## config.mk

```make
export PLATFORM = sky130hd
export DESIGN_NAME = seven_segment_scan
export DESIGN_NICKNAME = d
export VERILOG_FILES = /design/src/rtl/seven_segment_scan.sv
export SDC_FILE = /design/constraint.sdc
export NUM_CORES = 1
export LEC_CHECK = 0
export CAP_MARGIN = 20
export CORE_ASPECT_RATIO = 0.9
export CORE_MARGIN = 5
export CORE_UTILIZATION = 50
export DETAILED_ROUTE_END_ITERATION = 10
export GPL_ROUTABILITY_DRIVEN = 0
export PLACE_DENSITY = 0.76
export SYNTH_ARGS = -nofsm -noshare
export SYNTH_HDL_FRONTEND = slang
export SYNTH_SLANG_ARGS = --single-unit
```

## constraint.sdc

```tcl
create_clock -name clk -period 1.71 [get_ports clk]
set_input_delay 0.342 -clock clk [delete_from_list [all_inputs] [get_ports clk]]
set_output_delay 0.342 -clock clk [all_outputs]
set_load 0.005 [all_outputs]
```

## src/rtl/seven_segment_scan.sv

```systemverilog
// seven_segment_scan: a sequential double-dabble converter (binary to BCD)
// that drives a time-multiplexed bank of NUM_DIGITS seven-segment digits.
// Optional leading-zero blanking is enabled by defining SEVEN_SEGMENT_SCAN_LZB_EN.
module seven_segment_scan #(
    parameter int VALUE_WIDTH = 8,
    parameter int NUM_DIGITS  = 3,
    parameter int SCAN_DIV    = 1000
) (
    input  logic                      clk,
    input  logic                      reset,
    input  logic                      load,
    input  logic [VALUE_WIDTH-1:0]    value,
    output logic                      busy,
    output logic                      done,
    output logic [4*NUM_DIGITS-1:0]   bcd_out,
    output logic [6:0]                seg,
    output logic [NUM_DIGITS-1:0]     digit_en
);
    localparam int BW = 4 * NUM_DIGITS;
    localparam int CW = $clog2(VALUE_WIDTH + 1);
    localparam int PW = (SCAN_DIV > 1) ? $clog2(SCAN_DIV) : 1;
    localparam int IW = (NUM_DIGITS > 1) ? $clog2(NUM_DIGITS) : 1;

    typedef enum logic {IDLE = 1'b0, CONVERT = 1'b1} state_t;

    state_t                       state, state_next;
    logic                         start, finish;
    logic [VALUE_WIDTH-1:0]       shreg;
    logic [BW-1:0]                scratch, adj;
    logic [CW-1:0]                cnt;
    logic [BW+VALUE_WIDTH-1:0]    shifted;
    logic [PW-1:0]                prescaler;
    logic [IW-1:0]                index;
    logic [NUM_DIGITS-1:0][3:0]   nibs;
    logic [3:0]                   nib_sel;
    logic                         blank;

    function automatic logic [6:0] decode(input logic [3:0] n);
        case (n)
            4'd0:    decode = 7'b1111110;
            4'd1:    decode = 7'b0110000;
            4'd2:    decode = 7'b1101101;
            4'd3:    decode = 7'b1111001;
            4'd4:    decode = 7'b0110011;
            4'd5:    decode = 7'b1011011;
            4'd6:    decode = 7'b1011111;
            4'd7:    decode = 7'b1110000;
            4'd8:    decode = 7'b1111111;
            4'd9:    decode = 7'b1110011;
            default: decode = 7'b0000000;
        endcase
    endfunction

    // FSM state register
    always_ff @(posedge clk) begin
        if (reset) state <= IDLE;
        else       state <= state_next;
    end

    // FSM next-state and control strobes; the final shift is the one taken with cnt==1
    always_comb begin
        state_next = state;
        start      = 1'b0;
        finish     = 1'b0;
        case (state)
            IDLE: begin
                if (load) begin
                    start      = 1'b1;
                    state_next = CONVERT;
                end
            end
            CONVERT: begin
                if (cnt == CW'(1)) begin
                    finish     = 1'b1;
                    state_next = IDLE;
                end
            end
            default: state_next = IDLE;
        endcase
    end

    assign busy = (state == CONVERT);

    // One double-dabble step: add 3 to every nibble >= 5, then shift the pair left
    always_comb begin
        adj = scratch;
        for (int i = 0; i < NUM_DIGITS; i++) begin
            if (scratch[4*i +: 4] >= 4'd5) adj[4*i +: 4] = scratch[4*i +: 4] + 4'd3;
        end
        shifted = {adj, shreg} << 1;
    end

    // Conversion datapath; bcd_out only changes on commit so the display never sees partial digits
    always_ff @(posedge clk) begin
        if (reset) begin
            shreg   <= '0;
            scratch <= '0;
            cnt     <= '0;
            bcd_out <= '0;
            done    <= 1'b0;
        end else begin
            done <= finish;
            if (start) begin
                shreg   <= value;
                scratch <= '0;
                cnt     <= CW'(VALUE_WIDTH);
            end else if (state == CONVERT) begin
                {scratch, shreg} <= shifted;
                cnt              <= cnt - 1'b1;
            end
            if (finish) bcd_out <= shifted[BW+VALUE_WIDTH-1:VALUE_WIDTH];
        end
    end

    // Free-running scan: prescaler wraps every SCAN_DIV cycles and steps the digit index
    always_ff @(posedge clk) begin
        if (reset) begin
            prescaler <= '0;
            index     <= '0;
        end else if (prescaler == PW'(SCAN_DIV - 1)) begin
            prescaler <= '0;
            index     <= (index == IW'(NUM_DIGITS - 1)) ? '0 : index + 1'b1;
        end else begin
            prescaler <= prescaler + 1'b1;
        end
    end

    assign nibs    = bcd_out;
    assign nib_sel = nibs[index];

`ifdef SEVEN_SEGMENT_SCAN_LZB_EN
    logic [NUM_DIGITS:0] lz;

    // lz[i] is set when nibble i and all higher nibbles are zero; digit 0 is never blanked
    always_comb begin
        lz             = '0;
        lz[NUM_DIGITS] = 1'b1;
        for (int i = NUM_DIGITS - 1; i >= 0; i--) lz[i] = lz[i+1] & (nibs[i] == 4'd0);
        blank = (index != '0) && lz[index];
    end
`else
    assign blank = 1'b0;
`endif

    // Registered display outputs, one cycle behind the index
    always_ff @(posedge clk) begin
        if (reset) begin
            digit_en <= NUM_DIGITS'(1);
            seg      <= 7'b1111110;
        end else begin
            digit_en <= NUM_DIGITS'(1) << index;
            seg      <= blank ? 7'b0000000 : decode(nib_sel);
        end
    end
endmodule

```

Word level (Yosys, flattened, before mapping)
Memory sizes are Yosys's and may differ from the RTL's. A register that Yosys moved wholly into a read port is not among the register bits.
Index checks and enable logic that the tools add are counted.
Widths: inputs -> output; s select.
{ "classes": {"order_cmp": 4, "n_eq_ne": 3, "shift": 1, "reduce_logical": 3, "addsub": 6, "multipliers": 0, "n_mux": 16, "bitwise": 1, "div": 0} }
{ "op_table": {"columns": ["operator", "n"], "rows": [
  ["$mux 4", 5],
  ["$mux 8", 2],
  ["$ge 4x3->1 const B", 3],
  ["$add 10x1->10 const B", 1],
  ["$eq 10x10->1 const B", 1],
  ["$add 4x2->4 const B", 2],
  ["$bmux 4 s2", 1],
  ["$mux 1", 5],
  ["$eq 4x1->1 const B", 1],
  ["$reduce_or 2->1", 2],
  ["$sub 4x1->4 const B", 1],
  ["$add 3x2->3 const B", 1],
  ["$lt 2x3->1 const B", 1],
  ["$mux 3", 1],
  ["$shl 1x2->3 const A", 1],
  ["$add 2x1->2 const B", 1],
  ["$eq 2x2->1 const B", 1],
  ["$mux 2", 1],
  ["$pmux 1 s2", 1],
  ["$reduce_bool 2->1", 1],
  ["$not 1->1", 1]
]} }
{ "word_totals": {"latchBits": 0, "mem_bits_rw": 0, "input_bits": 11, "rom_bits": 112, "output_inout_bits": 24, "mem_count": 1, "regBits": 53} }
{ "memory_table": {"columns": ["memory", "words", "word_bits", "read_ports", "rd_clocked_by_memory_dff", "wr", "line", "rtl"], "rows": [
  ["(no name shown)", 16, 7, 1, 1, 0, "39", "case (n)"]
]} }

Longest topological paths before layout
Gate-level depths: netlist (run 1).
{ "depth": {"word_depth": 3, "ltp_mapped": 8} }

Worst setup path before layout (run 1)
OpenSTA, ideal clock, no wires.
{ "synth_path": {"path_kind": "register -> register", "start": "reg index[1]", "end": "reg seg[5]", "stages_incl_launch_ff": 8, "synth_period_minus_slack_ns": 1.627, "setup_time_ns": 0.114, "setup_slack_ns": 0.083, "arrival_time_ns": 1.513, "n_path_buf": 1, "path_cell_list": "dfxtp_1 buf_4 nor2b_4 o2bb2ai_1 inv_1 ha_1 nand2_1 a21o_1"} }
{ "synth_between": {"elab_chain_len": 2} }
{ "synth_rtl": {"columns": ["item", "line", "rtl"], "rows": [
  ["start, declared", "33", "logic [IW-1:0] index;"],
  ["start signal, assigned", "122", "index <= (index == IW'(NUM_DIGITS - 1)) ? '0 : index + 1'b1;"],
  ["$bmux 4 s2", "129", "assign nib_sel = nibs[index];"],
  ["$mux 4 (implied by the code)", "129", null],
  ["end, declared", "16", "output logic [6:0] seg,"]
]} }
No other way between the ends. The select of a mux whose other input is x is not followed.
A chain may end at the register's enable or synchronous reset.

Worst setup path after layout (run 1)
{ "layout_path": {"start": "reg bcd_out[2]", "end": "out bcd_out[2]"} }
{ "layout_rtl": {"columns": ["item", "line", "rtl"], "rows": [
  ["start, declared", "15", "output logic [4*NUM_DIGITS-1:0] bcd_out,"],
  ["start signal, assigned", "111", "if (finish) bcd_out <= shifted[BW+VALUE_WIDTH-1:VALUE_WIDTH];"]
]} }
No word-level cell between the ends.

==> results.md, run 1 <==
- The synthesized netlist devotes 18.4% of its cell area to simple gates.
- The number of global-route vias before repair is 2087.
- The remaining antenna violation count after routing is 0.
- The analysis attributes to cell leakage a power of 1.35 nW.
- The detailed router finished its first iteration with 112 violations.
- The arrival time at the worst endpoint is 1.28 ns.
- The final routed wirelength across all metal layers is 5620 µm.
- Counting flops with a built-in enable in the synthesized netlist gives 0.
- After clock tree synthesis, the clock-pin slew on the worst setup and hold paths is 0.06 ns.
- Port buffering added 34 buffers.
- The switching share of total power is 23.3%.
- The min-delay analysis places its worst path in the category reg -> reg.
- The overall power after layout is 0.00288 W.
- The net count of the finished layout is 389.
- The fraction of synthesized cell area in xor and xnor cells is 3.13%.
- The number of top-level design ports is 35.
- Global routing finished with a remaining overflow of 0.
- Global routing consumed, over all layers together, 17.3% of the routing resources.
- TritonCTS built the clock tree.
- Traced cell by cell, the critical path runs through clkdlybuf4s50_1.
- The routed design could run at a clock period as short as 1.62 ns.
- The vertical die dimension is 81.0 µm.
- Counting every sink on the clock net gives 60.
- The minimum setup slack in the final design is 0.0900 ns.
- Compared with the post-synthesis result, the final layout area differs by 25.0%.
- The count of endpoints failing setup in the final report is 0.
- The dominant combinational cell family by area after synthesis is simple AND/OR/NAND/NOR gates.
- From left edge to right edge, the die measures 88.9 µm.
- Cell internal power was estimated by the tool at 0.00221 W.
- The post-detailed-placement half-perimeter wirelength is 4030 µm.
- The tree is rooted in a sky130_fd_sc_hd__clkbuf_8.
- The clock network burns 40.1% of the power.
- The net switching power figure is 0.000669 W.
- Sorting the synthesized cells by how often they occur yields sky130_fd_sc_hd__dfxtp_1 (60), sky130_fd_sc_hd__nor2_1 (58), sky130_fd_sc_hd__a21oi_1 (30), sky130_fd_sc_hd__nand2_1 (28), sky130_fd_sc_hd__mux2i_1 (24).
- The number of synthesis warnings is 0.
- The most common cell in the synthesized netlist is sky130_fd_sc_hd__dfxtp_1.
- The post-route worst hold slack is 0.480 ns.
- The first global-routing pass estimated 9540 µm of wire.
- The number of filler instances in the final layout is 434.
- The part of the total power dissipated in combinational logic is 8.9%.
- In this run the power density over the cells is 822 nW/µm².
- In the final timing run, aggregate negative setup slack is 0 ns.
- The relative slew slack is 62.9%.
- In this run the cell area of the synthesized design comes to 2800 µm².
- The site row count is 25.
- The final hold violation count is 0.
- The total clock buffers created by CTS is 9.
- After synthesis, the netlist uses 41 different library cells.
- The maximum level of the CTS H-tree is 3.
- In the synthesized netlist, mux cells make up 9.39% of the area.
- The family with the most delay on the worst path is buffers and inverters.
- STA classifies the critical path startpoint as a flop.
- The count of buffer and inverter cells on the critical path is 1.
- The required time of the critical path is 1.37 ns.
- When the netlist entered floorplanning its net count stood at 342.
- The cell count after synthesis is 316.
- The fraction of the yosys area taken by sequential cells is 42.9%.
- The number of buffers on the longest clock path is 2.
- After detailed routing, the number of vias per cell comes to 5.20.
- The tool flagged a number of max-cap violations equal to 0.
- The number of antenna cells inserted is 0.
- The launch point of the worst hold path is prescaler[0].
- The quantity of hold-fixing buffers added after cts is 0.
- The final count of pins violating max slew is 0.
- At the pin with the least slew margin, the transition time is 0.556 ns.
- The type of the worst setup path is reg -> out.
- The primary flip-flop cell chosen by synthesis mapping is sky130_fd_sc_hd__dfxtp_1.
- The startpoint of the most critical setup path is bcd_out[2].
- Summing the areas of all fa, ha and maj instances in the mapped netlist gives 6.71% of the synthesized area.
- The highest attainable clock frequency is 617 MHz.
- The final worst clock skew is 0.00557 ns.
- The synthesized design contains 60 register bits.
- The end-of-flow core utilization is 65.4%.
- The largest driver fanout on the critical path is 3.
- In this design, the stage delay of the slowest critical-path cell is 0.53 ns.
- Yosys attributes the largest share of cell area to sky130_fd_sc_hd__dfxtp_1 (43%), sky130_fd_sc_hd__mux2i_1 (8.6%), sky130_fd_sc_hd__nor2_1 (7.8%), sky130_fd_sc_hd__ha_1 (6.7%), sky130_fd_sc_hd__a21oi_1 (5.4%).
- The post-route clock period utilization is 94.7%.
- The clock reaches the later pin of the worst-skew pair after 0.34 ns.
- The remaining design rule violation count is 0.
- Detailed routing inserted a total of 2263 vias.
- For this run, asynchronously set or reset flops after synthesis account for 0%.
- Among all stages on the critical path, the largest delay is contributed by sky130_fd_sc_hd__clkdlybuf4s50_1.
- The initial core utilization is 52.3%.
- Cells with a size suffix above 1 make up 13.6% of the layout.
- Summing the areas of all compound-gate instances in the mapped netlist gives 15.0% of the synthesized area.
- The run finished with clean final reports.
- The first detailed-routing pass ran for 5 iterations.
- The total die area is 7200 µm².
- The launch point of the worst reg-to-reg path is index[0].
- Dividing the synthesized area by the synthesized cell count gives 8.86 µm².
- The area of the placeable core is 5350 µm².
- STA classifies the critical path endpoint as a primary output.
- Before CTS, the worst setup slack after placement is 0.0173 ns.
- The area share of the largest cell type after synthesis is 42.9%.
- The synthesized design spends more area on one cell type than any other, namely sky130_fd_sc_hd__dfxtp_1.
- The worst-case IR drop observed on VDD is 0.000561 V.
- Sequential cells burn 51.0% of the power.
- The maximum number of pins on one net before global-route repair is 22.
- In the final routed layout, each cell accounts on average for 12.9 µm.
- The initial antenna violation count was 0.
## cell families (layout without fill, tap and decap cells)
group | Yosys count | after routing
adders and majority gates | 15 | 15
AOI/OAI and AO/OA | 64 | 64
muxes | 25 | 25
DFF | 60 | 60
and+or+nand+nor | 114 | 114
buffers and inverters | 28 | 80
xor gates and xnor gates | 10 | 10
## routing by layer
metal  global-route usage (%)  routed length [µm]  vias up  share of wire (%)
li1                         -                   -     1160                  -
met1                     21.2                2610     1050                 46
met2                     27.8                2660       47                 47
met3                     7.00                 300        6                5.3
met4                     5.44                  45        0               0.80
met5                        0                   0        -                  0
## final cells by class
type | instances | area [µm²] | area share (%)
flip-flops and latches | 60 | 1210 | 34.5
clock inverters | 1 | 5.00 | 0.143
multi-input cells | 228 | 1480 | 42.4
repair buffers | 51 | 493 | 14.1
inverters | 13 | 48.8 | 1.39
well taps | 67 | 83.8 | 2.40
clock buffers | 15 | 176 | 5.04
## registers in the layout (all words and copies together), names as in the netlist
| signal | flops |
|---|---|
| shreg | 8 |
| digit_en | 3 |
| bcd_out | 12 |
| scratch | 12 |
| cnt | 4 |
| busy | 1 |
| done | 1 |
| seg | 7 |
| prescaler | 10 |
| index | 2 |
## final timing paths
path,slack [ns],cells past startpoint,end
setup / recovery,0.09,1,bcd_out[2]
hold reg to reg,0.48,1,prescaler[0]
setup reg to reg,0.15,7,seg[0]
hold / removal,0.48,1,prescaler[0]
## worst register-to-register path, cell delays in order, from the launching register on
cell	delay, ns
sky130_fd_sc_hd__dfxtp_4	0.40
sky130_fd_sc_hd__mux2i_1	0.22
sky130_fd_sc_hd__a2bb2oi_2	0.24
sky130_fd_sc_hd__inv_1	0.11
sky130_fd_sc_hd__ha_1	0.19
sky130_fd_sc_hd__a21oi_1	0.15
sky130_fd_sc_hd__mux2i_1	0.09
sky130_fd_sc_hd__nor2_1	0.09
## cells in the final DEF, fill, tap and decap left out, types with 4 or more instances in the layout
| master | instances |
|---|---|
| sky130_fd_sc_hd__nor2_1 | 58 |
| sky130_fd_sc_hd__dfxtp_1 | 56 |
| sky130_fd_sc_hd__clkdlybuf4s50_1 | 34 |
| sky130_fd_sc_hd__nand2_1 | 28 |
| sky130_fd_sc_hd__a21oi_1 | 27 |
| sky130_fd_sc_hd__mux2i_1 | 24 |
| sky130_fd_sc_hd__ha_1 | 15 |
| sky130_fd_sc_hd__buf_4 | 15 |
| sky130_fd_sc_hd__inv_1 | 13 |
| sky130_fd_sc_hd__clkbuf_8 | 12 |
| sky130_fd_sc_hd__a211oi_1 | 9 |
| sky130_fd_sc_hd__o21ai_0 | 7 |
| sky130_fd_sc_hd__xnor2_1 | 6 |
| sky130_fd_sc_hd__nand3_1 | 6 |
| sky130_fd_sc_hd__o21ai_1 | 4 |
| sky130_fd_sc_hd__a21o_1 | 4 |
| sky130_fd_sc_hd__xor2_1 | 4 |
## power groups by stage
stage | Sequential, W | Clock (W) | Combinational, W
after floorplan | 0.00149 | 0 | 0.000162
after global placement | 0.00150 | 0 | 0.000245
after CTS | 0.00147 | 0.00118 | 0.000255
after global routing | 0.00147 | 0.00126 | 0.000287
after detailed placement | 0.00150 | 0 | 0.000253
final | 0.00147 | 0.00115 | 0.000256
## metrics by stage
| step | cells | cell area (µm²) |
|---|---|---|
| 6_report | 435 | 3500 |
| 5_1_grt | 435 | 3500 |
| 4_1_cts | 433 | 3460 |
| 3_5_place_dp | 417 | 3280 |
| 3_3_place_gp | 417 | 3280 |
| 2_1_floorplan | 316 | 2800 |
## what timing repair did
item	in CTS	in global routing
resized for setup	0	8
hold endpoints to repair	0	0
endpoints found under the setup margin	0	13
setup buffers	0	2
Power figures use the tool's default switching activity.
==> run 2: changes to the inputs <==
Settings changed: PLACE_DENSITY 0.76 to 0.84.
==> run 2 against run 1 <==
Cell count is 0.23% higher; register-to-register slack worse by 0.05 ns; first-iteration DRC count is 25% lower; worst setup slack worse by 0.018 ns; fmax is 1.1% lower; global-route usage is 0.19 points lower; worst hold slack worse by 0.013 ns; highest routed layer unchanged.
==> results.md, run 2 (same netlist as run 1, synthesis figures left out) <==
- The run finished with clean final reports.
- The minimum setup slack in the final design is 0.0716 ns (-0.0184 ns).
- The count of routing violations after the opening detailed-route iteration was 84 (-25%).
- The final routed wirelength across all metal layers is 5730 µm (+2.0%).
- The clock slew seen by the registers of the worst setup and hold paths is 0.06 ns (about the same).
- The maximum number of pins on one net before global-route repair is 17 (-23%).
- The later-pin clock latency in the skew report is 0.34 ns (about the same).
- The power per cell area is 808 nW/µm² (-1.7%).
- The final count of pins violating max slew is 0 (unchanged).
- The worst-margin pin slew is 0.468 ns (-0.0881 ns).
- The remaining antenna violation count after routing is 0 (unchanged).
- The minimum setup slack among reg-to-reg paths came to 0.10 ns (-0.05 ns).
- The highest attainable clock frequency came to 610 MHz (-1.1%).
- The share of cells above drive strength 1 came to 13.6% (-0.037 points).
- The total negative slack for setup checks is 0 ns (unchanged).
- The remaining design rule violation count was 0 (unchanged).
- The number of port buffers is 34 (unchanged).
- The post-route minimum period is 1.64 ns (+0.0184 ns).
- The number of top-level design ports came to 35 (unchanged).
- The count of endpoints failing setup in the final report is 0 (unchanged).
- The required time of the critical path is 1.37 ns (about the same).
- The largest registers in the layout are bcd_out x12, scratch x12, prescaler x10.
- The number of buffers on the longest clock path is 2 (unchanged).
- The reported max-cap violation count is 0 (unchanged).
- The quantity of hold-fixing buffers added after cts is 0 (unchanged).
- The total clock buffers created by CTS is 9 (unchanged).
- The longest individual stage delay on the worst path came to 0.54 ns (about the same).
- The leakage power is 1.36 nW (+0.49%).
- The post-route standard cell area excluding fillers is 3500 µm² (about the same).
- The arrival time at the worst endpoint is 1.30 ns (+0.02 ns).
- The critical path is of the reg -> out type.
- The post-detailed-placement half-perimeter wirelength is 4270 µm (+6.1%).
- The setup slack after placement is 0.0737 ns (+0.0564 ns).
- Leaving out fill and tap cells, the most frequent cell in the layout is sky130_fd_sc_hd__dfxtp_1.
- The post-route clock period utilization is 95.8% (+1.1 points).
- The detail-routed net length per standard cell was 13.1 µm (+1.8%).
- Setup repair after global routing left no endpoint under its margin.
- The class of the tightest hold or removal check is reg -> reg.
- Leaving out fill and tap cells, the most frequent cells in the layout are sky130_fd_sc_hd__dfxtp_1 (59), sky130_fd_sc_hd__nor2_1 (58), sky130_fd_sc_hd__clkdlybuf4s50_1 (34).
- The vertical die dimension came to 81.0 µm (unchanged).
- The number of global-route vias before repair came to 2127 (+1.9%).
- The die extent in x was 88.9 µm (unchanged).
- The tree is rooted in a sky130_fd_sc_hd__clkbuf_8.
- The area of the placeable core was 5350 µm² (unchanged).
- TritonCTS built the clock tree.
- The maximum level of the CTS H-tree came to 3 (unchanged).
- The sort of element at the start of the critical path is a flop.
- The sort of element at the end of the critical path is a primary output.
- The initial antenna violation count is 0 (unchanged).
- The overall power after layout is 0.00283 W (-1.7%).
- The number of clock sinks was 60 (unchanged).
- The relative slew slack is 68.7% (+5.8 points).
- The count of buffer and inverter cells on the critical path came to 1 (unchanged).
- The area growth from synthesis to layout was 25.0% (about the same).
- The site row count came to 25 (unchanged).
- The maximum ir drop on the vdd rail is 0.000490 V (-13%).
- The total congestion overflow after global routing is 0 (unchanged).
- The global-route total usage across every layer was 17.1% (-0.19 points).
- The placed standard-cell area is 3310 µm² (+0.69%).
- The total via count in the routed design was 2283 (+0.88%).
- The initial core utilization is 52.3% (unchanged).
- The total die area was 7200 µm² (unchanged).
- The largest driver fanout on the critical path is 3 (unchanged).
- The per-cell via count in the routed design came to 5.24 (+0.65%).
- The final hold violation count is 0 (unchanged).
- The number of antenna cells inserted was 0 (unchanged).
- The final worst clock skew is 0.00630 ns (+0.000729 ns).
- The net count reported at finish was 391 (+0.51%).
- The family with the most delay on the worst path is buffers and inverters.
- The first-pass iteration count of the detailed router came to 4 (-1).
- Walking the worst path, the cells encountered are clkdlybuf4s50_1.
- The global-route wire length before repair is 9380 µm (-1.7%).
- The cell at the slowest stage of the critical path is sky130_fd_sc_hd__clkdlybuf4s50_1.
[run 2: changes by cell type in the layout (fill, tap and decap cells not counted), sizes merged]
cell / previous run / this run
buf: 17 / 19
clkbuf: 15 / 13
clkinv: 1 / 2
[run 2: power breakdown]
group	internal [W]	leakage, nW	switching (W)	total, W
registers	0.00144	0.487	0.0000353	0.00147
clock network	0.000592	0.0893	0.000509	0.00110
logic	0.000128	0.780	0.000126	0.000255
[run 2: worst paths after layout]
kind | to | cells after the start | startpoint
max | bcd_out[2] | 1 | bcd_out[2]
min | prescaler[0] | 1 | prescaler[0]
max reg2reg | seg[5] | 7 | index[0]
min reg2reg | prescaler[0] | 1 | prescaler[0]
[run 2: final cells by class]
class | count | area [µm²]
multi-input cells | 228 | 1490
fillers | 414 | 1850
inverters | 13 | 48.8
clock buffers | 13 | 159
flip-flops and latches | 60 | 1200
well taps | 67 | 83.8
clock inverters | 2 | 10.0
repair buffers | 53 | 508
[run 2: per-stage QoR]
stage                     util [%]  hold WS [ns]  instances
after floorplan                  -         0.430        316
after global placement        61.8         0.445        420
after detailed placement      61.8         0.453        420
after CTS                     65.0         0.467        435
after global routing          65.4         0.476        436
final                         65.4         0.467        436
[run 2: layer usage]
| metal | GRT usage (%) | share of wire [%] | up-vias |
|---|---|---|---|
| li1 | - | - | 1166 |
| met1 | 19.8 | 44 | 1068 |
| met2 | 29.0 | 49 | 41 |
| met3 | 6.69 | 5.6 | 8 |
| met4 | 5.44 | 1.3 | 0 |
| met5 | 0 | 0 | - |
[run 2: timing repair]
| action | 4_1_cts | 5_1_grt |
|---|---|---|
| setup endpoints to repair | 1 | 8 |
| gates resized for setup | 1 | 5 |
| buffers inserted | 0 | 1 |
| pin swaps | 0 | 1 |
==> run 3: changes to the inputs <==
Settings changed: SLEW_MARGIN from default to 10.
==> results of run 3 <==
No change in the layout: final DEF, timing and power equal those of run 2.
